### src/rtl/tl_async_crossing_sink.sv
// tl_async_crossing_sink: receive side of a depth-1 TileLink async crossing (A beats in, D responses out)
module tl_async_crossing_sink #(
  parameter int SYNC_DEPTH = 3
) (
  input  logic        clock,
  input  logic        reset,
  input  logic [2:0]  auto_in_a_mem_0_opcode,
  input  logic [2:0]  auto_in_a_mem_0_param,
  input  logic [1:0]  auto_in_a_mem_0_size,
  input  logic        auto_in_a_mem_0_source,
  input  logic [8:0]  auto_in_a_mem_0_address,
  input  logic [3:0]  auto_in_a_mem_0_mask,
  input  logic [31:0] auto_in_a_mem_0_data,
  input  logic        auto_in_a_mem_0_corrupt,
  input  logic        auto_in_a_widx,
  input  logic        auto_in_a_safe_widx_valid,
  input  logic        auto_in_a_safe_source_reset_n,
  output logic        auto_in_a_ridx,
  output logic        auto_in_a_safe_ridx_valid,
  output logic        auto_in_a_safe_sink_reset_n,
  input  logic        auto_out_a_ready,
  output logic        auto_out_a_valid,
  output logic [2:0]  auto_out_a_bits_opcode,
  output logic [2:0]  auto_out_a_bits_param,
  output logic [1:0]  auto_out_a_bits_size,
  output logic        auto_out_a_bits_source,
  output logic [8:0]  auto_out_a_bits_address,
  output logic [3:0]  auto_out_a_bits_mask,
  output logic [31:0] auto_out_a_bits_data,
  output logic        auto_out_a_bits_corrupt,
  input  logic        auto_out_d_valid,
  input  logic [2:0]  auto_out_d_bits_opcode,
  input  logic [1:0]  auto_out_d_bits_param,
  input  logic [1:0]  auto_out_d_bits_size,
  input  logic        auto_out_d_bits_source,
  input  logic        auto_out_d_bits_sink,
  input  logic        auto_out_d_bits_denied,
  input  logic [31:0] auto_out_d_bits_data,
  input  logic        auto_out_d_bits_corrupt,
  output logic        auto_out_d_ready,
  output logic [2:0]  auto_in_d_mem_0_opcode,
  output logic [1:0]  auto_in_d_mem_0_param,
  output logic [1:0]  auto_in_d_mem_0_size,
  output logic        auto_in_d_mem_0_source,
  output logic        auto_in_d_mem_0_sink,
  output logic        auto_in_d_mem_0_denied,
  output logic [31:0] auto_in_d_mem_0_data,
  output logic        auto_in_d_mem_0_corrupt,
  output logic        auto_in_d_widx,
  output logic        auto_in_d_safe_widx_valid,
  output logic        auto_in_d_safe_source_reset_n,
  input  logic        auto_in_d_ridx,
  input  logic        auto_in_d_safe_ridx_valid,
  input  logic        auto_in_d_safe_sink_reset_n
);
  logic local_alive, a_ridx, a_valid, d_widx;
  logic [SYNC_DEPTH-1:0] a_widx_sync, a_alive_sync, d_ridx_sync, d_alive_sync;
  logic [54:0] a_q;
  logic [42:0] d_q;
  logic a_src_alive_s, d_sink_alive_s, a_pending, a_fire, d_fire;
  assign a_src_alive_s = a_alive_sync[SYNC_DEPTH-1];
  assign d_sink_alive_s = d_alive_sync[SYNC_DEPTH-1];
  assign a_pending = a_src_alive_s & (a_widx_sync[SYNC_DEPTH-1] != a_ridx);
  assign a_fire = a_valid & auto_out_a_ready;
  assign auto_out_d_ready = local_alive & d_sink_alive_s & (d_widx == d_ridx_sync[SYNC_DEPTH-1]);
  assign d_fire = auto_out_d_valid & auto_out_d_ready;
  assign auto_in_a_ridx = a_ridx;
  assign auto_in_a_safe_ridx_valid = local_alive & a_src_alive_s;
  assign auto_in_a_safe_sink_reset_n = local_alive;
  assign auto_out_a_valid = a_valid;
  assign {auto_out_a_bits_opcode, auto_out_a_bits_param, auto_out_a_bits_size, auto_out_a_bits_source,
          auto_out_a_bits_address, auto_out_a_bits_mask, auto_out_a_bits_data, auto_out_a_bits_corrupt} = a_q;
  assign {auto_in_d_mem_0_opcode, auto_in_d_mem_0_param, auto_in_d_mem_0_size, auto_in_d_mem_0_source,
          auto_in_d_mem_0_sink, auto_in_d_mem_0_denied, auto_in_d_mem_0_data, auto_in_d_mem_0_corrupt} = d_q;
  assign auto_in_d_widx = d_widx;
  assign auto_in_d_safe_widx_valid = local_alive & d_sink_alive_s;
  assign auto_in_d_safe_source_reset_n = local_alive;
  always_ff @(posedge clock) begin
    if (reset) begin
      local_alive <= 1'b0;
      a_widx_sync <= '0;
      a_alive_sync <= '0;
      d_ridx_sync <= '0;
      d_alive_sync <= '0;
      a_ridx <= 1'b0;
      a_valid <= 1'b0;
      a_q <= '0;
      d_widx <= 1'b0;
      d_q <= '0;
    end else begin
      local_alive <= 1'b1;
      a_alive_sync <= {a_alive_sync[SYNC_DEPTH-2:0], auto_in_a_safe_source_reset_n & auto_in_a_safe_widx_valid};
      d_alive_sync <= {d_alive_sync[SYNC_DEPTH-2:0], auto_in_d_safe_sink_reset_n & auto_in_d_safe_ridx_valid};
      d_ridx_sync <= {d_ridx_sync[SYNC_DEPTH-2:0], auto_in_d_ridx};
      // a dead remote source flushes its stale index so a revived source starts clean
      a_widx_sync <= a_src_alive_s ? {a_widx_sync[SYNC_DEPTH-2:0], auto_in_a_widx} : '0;
      if (!a_src_alive_s) begin
        a_valid <= 1'b0;
        a_ridx <= 1'b0;
      end else if (a_fire) begin
        a_valid <= 1'b0;
        a_ridx <= ~a_ridx;
      end else if (a_pending && !a_valid) begin
        a_valid <= 1'b1;
        a_q <= {auto_in_a_mem_0_opcode, auto_in_a_mem_0_param, auto_in_a_mem_0_size, auto_in_a_mem_0_source,
                auto_in_a_mem_0_address, auto_in_a_mem_0_mask, auto_in_a_mem_0_data, auto_in_a_mem_0_corrupt};
      end
      if (!d_sink_alive_s) d_widx <= 1'b0;
      else if (d_fire) begin
        d_widx <= ~d_widx;
        d_q <= {auto_out_d_bits_opcode, auto_out_d_bits_param, auto_out_d_bits_size, auto_out_d_bits_source,
                auto_out_d_bits_sink, auto_out_d_bits_denied, auto_out_d_bits_data, auto_out_d_bits_corrupt};
      end
    end
  end
endmodule

### config.mk
export PLATFORM = sky130hd
export DESIGN_NAME = tl_async_crossing_sink
export DESIGN_NICKNAME = d
export VERILOG_FILES = /design/src/rtl/tl_async_crossing_sink.sv
export SDC_FILE = /design/constraint.sdc
export NUM_CORES = 1
export LEC_CHECK = 0
export ABC_AREA = 1
export BUFFER_PORTS_ARGS = -buffer_cell sky130_fd_sc_hd__buf_2
export CAP_MARGIN = 40
export CORE_MARGIN = 2
export CORE_UTILIZATION = 43
export CTS_BUF_LIST = sky130_fd_sc_hd__clkbuf_2 sky130_fd_sc_hd__clkbuf_4 sky130_fd_sc_hd__clkbuf_8
export DETAILED_ROUTE_END_ITERATION = 10
export GPL_TIMING_DRIVEN = 0
export PLACE_DENSITY = 0.83
export SLEW_MARGIN = 0
export SYNTH_ARGS = -nofsm -noshare
export SYNTH_HDL_FRONTEND = slang
export SYNTH_SLANG_ARGS = --single-unit
### constraint.sdc
create_clock -name clock -period 1.25 [get_ports clock]
set_input_delay 0.25 -clock clock [delete_from_list [all_inputs] [get_ports clock]]
set_output_delay 0.25 -clock clock [all_outputs]
set_load 0.05 [all_outputs]
==> flow_summary_export.csv, run 1 <==
group,metric,value,unit
drt,ant_nets,0,
yosys,synth_cell_types,19,
global_route,grt_pass1_vias,4738,
yosys,yosysSeqAreaShare,51.5,%
critical_path,endpoint_kind,"flip-flop",
job,drv_cap,0,
final_layout,fin_nets,981,
sta,fmax,643,MHz
clock_network,clkTransAtPathRegs,80,ps
drt,drc,0,
clock_network,numCtsBuffers,17,
hold_path,min_path_type,"input port to flip-flop",
global_route,grt_antenna_before_repair,0,
final_layout,syn_to_final_growth,83.4,%
critical_path,worstPathMaxFanout,5,
yosys,synth_top_cell_area_share,51.5,%
yosys,netlist_area,0.00443,mm2
yosys,avgSynthCellArea,7.45,um2
power_and_ir_drop,p_leak,3.60,nW
floorplanning,die_w,106,um
power_and_ir_drop,power.density,1030,mW/mm2
critical_path,worst_setup_path_start_kind,"flip-flop",
floorplanning,num_io_pins,214,
clock_network,clk_latency,430,ps
sta,holdWs,39.0,ps
sta,hold_viol,0,
clock_network,cts-root-buf,"clkbuf_8",
sta,rsz0062_at_grt,"true",
sta,slew_headroom,53.1,%
global_route,grt_first_pass_wirelength,22500,um
clock_network,clockBufferDepth,2,
placement,dp_hpwl,8730,um
critical_path,crit_required,1570,ps
floorplanning,die-area,0.0111,mm2
clock_network,hold_buffers,0,
floorplanning,start_util,43.5,%
yosys,netlist_instances,595,
floorplanning,die_y,106,um
placement,io_buffers,212,
critical_path,cp.arrival,1880,ps
drt,vias_per_cell,5.34,
yosys,ys_seq_elements,114,
final_layout,drive_gt1_share,52.9,%
floorplanning,rows,37,
placement,gp_congestion,0.839,
global_route,grt_max_degree,17,
drt,drt_iter0_markers,463,
sta,slew_violations,0,
yosys,synth_top_area_cell,"dfxtp_1",
status,violations,"negative setup slack",
sta,clock_skew,18.8,ps
sta,setup_viol,66,
global_route,grt_overflow,0,
clock_network,ctsHtreeMaxLevel,4,
drt,wirelength,18200,um
sta,tightest_slew,704,ps
status,status,"finished, violations left",
power_and_ir_drop,vdd_drop_max,0.000686,V
yosys,yosysWarnings,0,
global_route,grt_use_total,25.3,%
clock_network,clock_sinks,114,
drt,num_vias,5462,
yosys,syn_nets,703,
final_layout,num_antenna_cells,0,
drt,post_drt_wl_per_cell,17.8,um
clock_network,cts_tree,"yes",
sta,setup_slack,-306,ps
sta,period_share,124,%
sta,period_needed,1560,ps
drt,drtPass1Iterations,6,
placement,dp_slack,-239,ps
critical_path,critical_path_class,"flip-flop to flip-flop",
sta,tns,-10970,ps
yosys,yosys-top-cells-area,"dfxtp_1, nand2_1, nor2_1, nand3_1, a21oi_1",
floorplanning,core_area,0.0102,mm2
layout make-up:
| type | instances | area (um2) |
|---|---|---|
| clock buffers | 20 | 275 |
| multi-input cells | 372 | 2070 |
| fillers | 590 | 2060 |
| inverters | 61 | 239 |
| clock inverters | 12 | 201 |
| well taps | 136 | 170 |
| repair buffers | 260 | 2340 |
| flip-flops and latches | 114 | 2390 |
| plain buffers | 47 | 447 |
logic make-up (layout without fill, tap and decap cells):
family	count (synthesis)	after routing	synth area share, %
simple gates	313	313	31.0
xor+xnor	1	1	0.198
compound gates	58	58	6.69
buf+inv	109	400	10.6
flops	114	114	51.5
registers in the layout, summed over array words and instances, names as in the netlist:
name	flops
auto_out_a_valid	1
a_q	55
a_widx_sync	3
auto_in_a_safe_sink_reset_n	1
d_ridx_sync	3
d_alive_sync	3
auto_in_d_widx	1
a_alive_sync	3
d_q	43
auto_in_a_ridx	1
through the flow:
stage               instance area (um2)  std cells  power, mW  utilization (%)
finish                             8120       1022       8.38             79.8
global route                       8120       1022       8.62             79.8
CTS                                6980       1002       8.29             68.5
detailed placement                 5700        943       4.18             55.9
global placement                   5700        943       4.18             55.9
floorplan                          4470        595       3.96                -
power breakdown:
part / internal [mW] / switching [mW]
registers: 3.63 / 0.0151
logic: 0.238 / 0.322
clock network: 2.54 / 1.64
metal layers:
layer	wire [um]	vias to the layer above	GRT usage [%]
li1	-	2468	-
met1	6560	2572	27.8
met2	9380	363	43.9
met3	1730	59	9.03
met4	557	0	10.9
met5	0	-	0
worst paths after layout:
kind	from	to	slack [ps]	depth (start not counted)
setup reg to reg	d_alive_sync[2]	d_q[4]	-310	9
hold / removal	auto_in_d_ridx	d_ridx_sync[0]	40	3
hold reg to reg	d_ridx_sync[1]	d_ridx_sync[2]	390	2
setup / recovery	d_alive_sync[2]	d_q[4]	-310	9
cells in the mapped netlist, drive strengths merged:
cell type    n
nor2       104
buf         34
clkbuf      14
dfxtp      114
a21boi       1
a21oi       57
nand3       58
inv         61
xor2         1
nand2      107
nand4       44
layout by cell type (no fill, tap or decap), drive strengths merged:
master	n
clkinv	2
dfxtp	114
bufbuf	1
nand3	58
nand4	44
clkinvlp	5
a21boi	1
xor2	1
inv	61
clkbuf	39
bufinv	5
buf	287
nor2	104
a21oi	57
nand2	107
worst max-delay path, stage by stage, from the launching register on:
cell and delay, ps:
dfxtp_2 360, nand2_4 60, buf_4 140, a21oi_4 190, buf_12 160, buf_12 110
buf_8 100, nand4_1 150, nand2_1 120, nor2_1 60
repair_timing:
| action | CTS | global route |
|---|---|---|
| cloned | 7 | 7 |
| pin swaps | 15 | 15 |
| endpoints found under the setup margin | 198 | 187 |
| buffers inserted | 20 | 14 |
| gates resized for setup | 187 | 291 |
Power figures use the tool's default switching activity.
==> inputs of run 2 (changes only) <==
--- a/config.mk
+++ b/config.mk
@@ -13,6 +13,7 @@
 export CTS_BUF_LIST = sky130_fd_sc_hd__clkbuf_2 sky130_fd_sc_hd__clkbuf_4 sky130_fd_sc_hd__clkbuf_8
 export DETAILED_ROUTE_END_ITERATION = 10
 export GPL_TIMING_DRIVEN = 0
+export MAX_ROUTING_LAYER = met4
 export PLACE_DENSITY = 0.83
 export SLEW_MARGIN = 0
 export SYNTH_ARGS = -nofsm -noshare
==> flow_summary_export.csv, run 2 (same netlist as run 1, synthesis figures left out) <==
group,metric,value,unit
status,status,"finished, violations left",
status,violations,"negative setup slack",
drt,wirelength,18200,um
clock_network,clockBufferDepth,2,
sta,slew_headroom,52.5,%
drt,drc,0,
clock_network,clk_latency,420,ps
drt,num_vias,5474,
clock_network,ctsHtreeMaxLevel,4,
power_and_ir_drop,p_leak,3.61,nW
critical_path,worstPathMaxFanout,6,
sta,period_share,126,%
floorplanning,num_io_pins,214,
global_route,grt_pass1_vias,4750,
final_layout,drive_gt1_share,52.9,%
critical_path,crit_start,"auto_in_a_safe_sink_reset_n",
drt,ant_nets,0,
placement,io_buffers,212,
clock_network,clock_sinks,114,
sta,period_needed,1580,ps
critical_path,setup.worst_path.end,"d_q[12]",
sta,slew_violations,0,
floorplanning,die-area,0.0111,mm2
global_route,grt_overflow,0,
sta,setup_viol,71,
clock_network,cts-root-buf,"clkbuf_8",
placement,dp_hpwl,8730,um
final_layout,reg_top3,"a_q (55), d_q (43)",
final_layout,final_cell_mix,"buf_2, nor2_1, buf_6",
global_route,grt.busiest_layer,"met2",
power_and_ir_drop,total_power,8.33,mW
final_layout,regMostFlops,"a_q",
critical_path,r2r_end,"d_q[12]",
hold_path,min_path_type,"input port to flip-flop",
critical_path,worst_setup_path_start_kind,"flip-flop",
floorplanning,rows,37,
global_route,grt_max_degree,17,
sta,holdWs,38.3,ps
global_route,grt_use_met2,43.9,%
sta,rsz0062_at_grt,"true",
global_route,grtUsageMet1,29.0,%
job,drv_cap,0,
sta,fmax,635,MHz
global_route,gr-usage-met3,7.05,%
drt,vias_per_cell,5.35,
global_route,grt_use_total,26.0,%
sta,clock_skew,11.9,ps
drt,drt_iter0_markers,551,
critical_path,crit_required,1560,ps
final_layout,syn_to_final_growth,83.9,%
floorplanning,core_area,0.0102,mm2
floorplanning,die_w,106,um
critical_path,worst_r2r_path_depth,10,
drt,post_drt_wl_per_cell,17.8,um
clock_network,cts_tree,"yes",
critical_path,reg2reg_from,"auto_in_a_safe_sink_reset_n",
final_layout,final_common_cell,"buf_2",
final_layout,num_antenna_cells,0,
sta,tightest_slew,713,ps
sta,setup_slack,-326,ps
final_layout,fin_nets,982,
global_route,grt_first_pass_wirelength,22500,um
floorplanning,die_y,106,um
critical_path,rrSetupSlack,-330,ps
placement,gp_congestion,0.852,
final_layout,largest_reg_flops,55,
critical_path,cp.arrival,1880,ps
power_and_ir_drop,power.density,1020,mW/mm2
critical_path,endpoint_kind,"flip-flop",
drt,drtPass1Iterations,7,
clock_network,clkTransAtPathRegs,80,ps
power_and_ir_drop,vdd_drop_max,0.000710,V
clock_network,hold_buffers,0,
critical_path,critical_path_class,"flip-flop to flip-flop",
global_route,grt_antenna_before_repair,0,
floorplanning,start_util,43.5,%
sta,hold_viol,0,
clock_network,numCtsBuffers,17,
==> run 2: timing repair <==
item,in CTS,in global routing
buffers inserted,20,14
gates resized for setup,187,296
hold endpoints to repair,0,0
endpoints found under the setup margin,198,188
pin swaps,15,16
cloned,7,7
==> run 2: layout make-up <==
type | instances | area [um2]
Clock inverter | 12 | 201
Buffer | 48 | 458
Timing Repair Buffer | 260 | 2350
Clock buffer | 20 | 275
Tap cell | 136 | 170
Fill cell | 567 | 2040
Inverter | 61 | 239
Multi-Input combinational cell | 372 | 2060
Sequential cell | 114 | 2390
==> run 2: worst min path at each step <==
stage | start | to | cells past startpoint
after floorplan | auto_in_d_ridx | d_ridx_sync[0] | 2
after global placement | d_ridx_sync[1] | d_ridx_sync[2] | 2
after detailed placement | d_ridx_sync[1] | d_ridx_sync[2] | 2
after CTS | auto_in_d_ridx | d_ridx_sync[0] | 3
after global routing | auto_in_d_ridx | d_ridx_sync[0] | 3
final | auto_in_d_ridx | d_ridx_sync[0] | 3
==> run 2: worst max-delay path, cell delays in order, from the launching register on <==
cell	delay (ps)
dfxtp_4	350
nand2_4	70
clkinvlp_4	120
nand3_4	90
buf_4	120
nor2_4	40
buf_6	130
buf_4	130
buf_6	120
nor2_1	200
nor2_1	90
==> run 2: metrics by stage <==
| step | util [%] | std cells | worst slack, ps | instance area, um2 | setup TNS [ps] |
|---|---|---|---|---|---|
| after CTS | 68.5 | 1002 | -291 | 6980 | -4670 |
| after detailed placement | 55.9 | 943 | -239 | 5700 | -17810 |
| final | 80.0 | 1023 | -326 | 8150 | -10900 |
| after floorplan | - | 595 | -212 | 4470 | -7420 |
| after global routing | 80.0 | 1023 | -364 | 8150 | -15770 |
| after global placement | 55.9 | 943 | -180 | 5700 | -14790 |
==> run 2: report_power, final <==
group          switching (mW)  leakage (nW)  internal [mW]
Combinational           0.321          2.42          0.238
Clock                    1.59         0.232           2.54
Sequential             0.0146         0.955           3.62
Total                    1.92          3.61           6.41
==> run 2: layer usage <==
metal | wire length (um) | part of all wire, %
met3 | 1660 | 9.1
met5 | 0 | 0
met2 | 9390 | 51
met4 | 690 | 3.8
met1 | 6490 | 36
==> inputs of run 3 (changes only) <==
--- a/config.mk
+++ b/config.mk
@@ -9,12 +9,12 @@
 export BUFFER_PORTS_ARGS = -buffer_cell sky130_fd_sc_hd__buf_2
 export CAP_MARGIN = 40
 export CORE_MARGIN = 2
-export CORE_UTILIZATION = 43
+export CORE_UTILIZATION = 48
 export CTS_BUF_LIST = sky130_fd_sc_hd__clkbuf_2 sky130_fd_sc_hd__clkbuf_4 sky130_fd_sc_hd__clkbuf_8
 export DETAILED_ROUTE_END_ITERATION = 10
 export GPL_TIMING_DRIVEN = 0
 export MAX_ROUTING_LAYER = met4
-export PLACE_DENSITY = 0.83
+export PLACE_DENSITY = 0.88
 export SLEW_MARGIN = 0
 export SYNTH_ARGS = -nofsm -noshare
 export SYNTH_HDL_FRONTEND = slang
==> constraint.sdc (replaced) <==
create_clock -name clock -period 1.5 [get_ports clock]
set_input_delay 0.3 -clock clock [delete_from_list [all_inputs] [get_ports clock]]
set_output_delay 0.3 -clock clock [all_outputs]
set_load 0.05 [all_outputs]
==> flow_summary_export.csv, run 3 (same netlist as run 1, synthesis figures left out) <==
group,metric,value,unit
drt,vias_per_cell,4.92,
power_and_ir_drop,p_leak,3.03,nW
power_and_ir_drop,internal_power,4.93,mW
placement,gp_congestion,0.879,
drt,post_drt_wl_per_cell,12.4,um
drt,drt_iter0_markers,142,
power_and_ir_drop,vdd_drop_max,0.000767,V
final_layout,reg_top3,"a_q (55), d_q (43)",
clock_network,clkTransAtPathRegs,70,ps
sta,setup_viol,4,
sta,period_needed,1600,ps
sta,period_share,107,%
drt,drtPass1Iterations,5,
floorplanning,die_y,100,um
placement,dp.cells,918,
global_route,grt_max_degree,17,
final_layout,final_common_cell,"buf_2",
drt,ant_nets,0,
drt,drc,0,
floorplanning,core_area,0.00911,mm2
final_layout,syn_to_final_growth,39.8,%
placement,dp_slack,26.1,ps
power_and_ir_drop,clockPowerShare,46.7,%
final_layout,largest_reg_flops,55,
status,status,"finished, violations left",
clock_network,clock_sinks,114,
sta,holdWs,92.8,ps
critical_path,worst_setup_path_start_kind,"flip-flop",
critical_path,crit_required,1200,ps
sta,tightest_slew,482,ps
floorplanning,die-area,0.0100,mm2
hold_path,min_from,"auto_in_d_ridx",
final_layout,num_antenna_cells,0,
clock_network,cts-root-buf,"clkbuf_8",
job,drv_cap,0,
floorplanning,rows,35,
sta,tns,-230,ps
hold_path,min_path_type,"input port to flip-flop",
global_route,grt_pass1_vias,4407,
final_layout,fin_nets,938,
clock_network,clockBufferDepth,2,
sta,fmax,625,MHz
sta,hold_viol,0,
critical_path,rrSetupSlack,100,ps
drt,num_vias,4693,
power_and_ir_drop,seq_power_share,47.3,%
power_and_ir_drop,combPwrFrac,5.9,%
global_route,grt_overflow,0,
sta,rsz0062_at_grt,"true",
drt,wirelength,11900,um
global_route,grt_first_pass_wirelength,19200,um
power_and_ir_drop,p_sw,1.50,mW
floorplanning,num_io_pins,214,
critical_path,crit_start,"auto_in_a_safe_sink_reset_n",
final_layout,fill_cells,803,
critical_path,worst_r2r_path_depth,8,
floorplanning,start_util,48.6,%
clock_network,cts_tree,"yes",
final_layout,drive_gt1_share,34.9,%
final_layout,regMostFlops,"a_q",
floorplanning,die_w,100,um
final_layout,final_cell_mix,"buf_2, dfxtp_1, nor2_1, nand2_1, nand3_1",
critical_path,endpoint_kind,"primary output",
critical_path,worstPathMaxFanout,3,
sta,clock_skew,13.4,ps
sta,slew_violations,0,
placement,dp_hpwl,8740,um
global_route,grt_antenna_before_repair,0,
final_layout,finalNonFillerCells,954,
clock_network,clk_latency,420,ps
global_route,grt_use_total,24.5,%
status,violations,"negative setup slack",
power_and_ir_drop,power.density,1040,mW/mm2
sta,setup_slack,-100,ps
hold_path,hold_depth,3,
critical_path,cp.arrival,1300,ps
sta,slew_headroom,67.9,%
clock_network,numCtsBuffers,17,
placement,io_buffers,212,
power_and_ir_drop,swShare,23.4,%
critical_path,critical_path_class,"flip-flop to primary output",
clock_network,ctsHtreeMaxLevel,4,
critical_path,reg2reg_from,"d_ridx_sync[2]",
## run 3: stage by stage
stage,utilization [%],cell area [um2],power (mW)
after CTS,67.2,6120,6.49
after floorplan,-,4460,3.30
after global routing,68.0,6200,6.71
after detailed placement,62.1,5660,3.49
after global placement,62.1,5660,3.48
final,68.0,6200,6.44
## run 3: per-layer routing
metal / wire, um / share of wire [%] / track usage, %
met3: 974 / 8.2 / 7.94
met1: 4910 / 41 / 27.1
met5: 0 / 0 / -
met4: 234 / 2.0 / 8.75
met2: 5750 / 48 / 41.5
## run 3: timing repair
| item | CTS | global route |
|---|---|---|
| endpoints found under the setup margin | 2 | 53 |
| buffers inserted | 1 | 3 |
| resized for setup | 13 | 24 |
| pin swaps | 1 | 1 |
| hold buffers | 0 | 0 |
## run 3: power by group through the flow
stage | sequential, mW | clock [mW] | combinational [mW]
floorplan | 3.15 | 0 | 0.147
global placement | 3.12 | 0 | 0.362
detailed placement | 3.12 | 0 | 0.364
CTS | 3.05 | 3.06 | 0.372
global route | 3.05 | 3.24 | 0.420
finish | 3.05 | 3.01 | 0.381
## run 3: cell type report
type / instances / area [um2] / area share, %
plain buffers: 48 / 270 / 4.36
clock buffers: 20 / 263 / 4.24
clock inverters: 12 / 158 / 2.54
inverters: 61 / 236 / 3.82
multi-input cells: 372 / 1710 / 27.5
flip-flops and latches: 114 / 2300 / 37.1
well taps: 111 / 139 / 2.24
repair buffers: 216 / 1130 / 18.2
## run 3: worst max-delay path, stage by stage (launching register included)
cell	delay, ps
dfxtp_4	350
nand2_4	70
clkinvlp_4	110
nand3_4	110
clkinvlp_4	90
buf_8	150
## run 3: path summary, 6_finish.rpt
path | to
hold / removal | d_ridx_sync[0]
setup reg to reg | d_q[25]
hold reg to reg | d_alive_sync[2]
setup / recovery | auto_out_d_ready
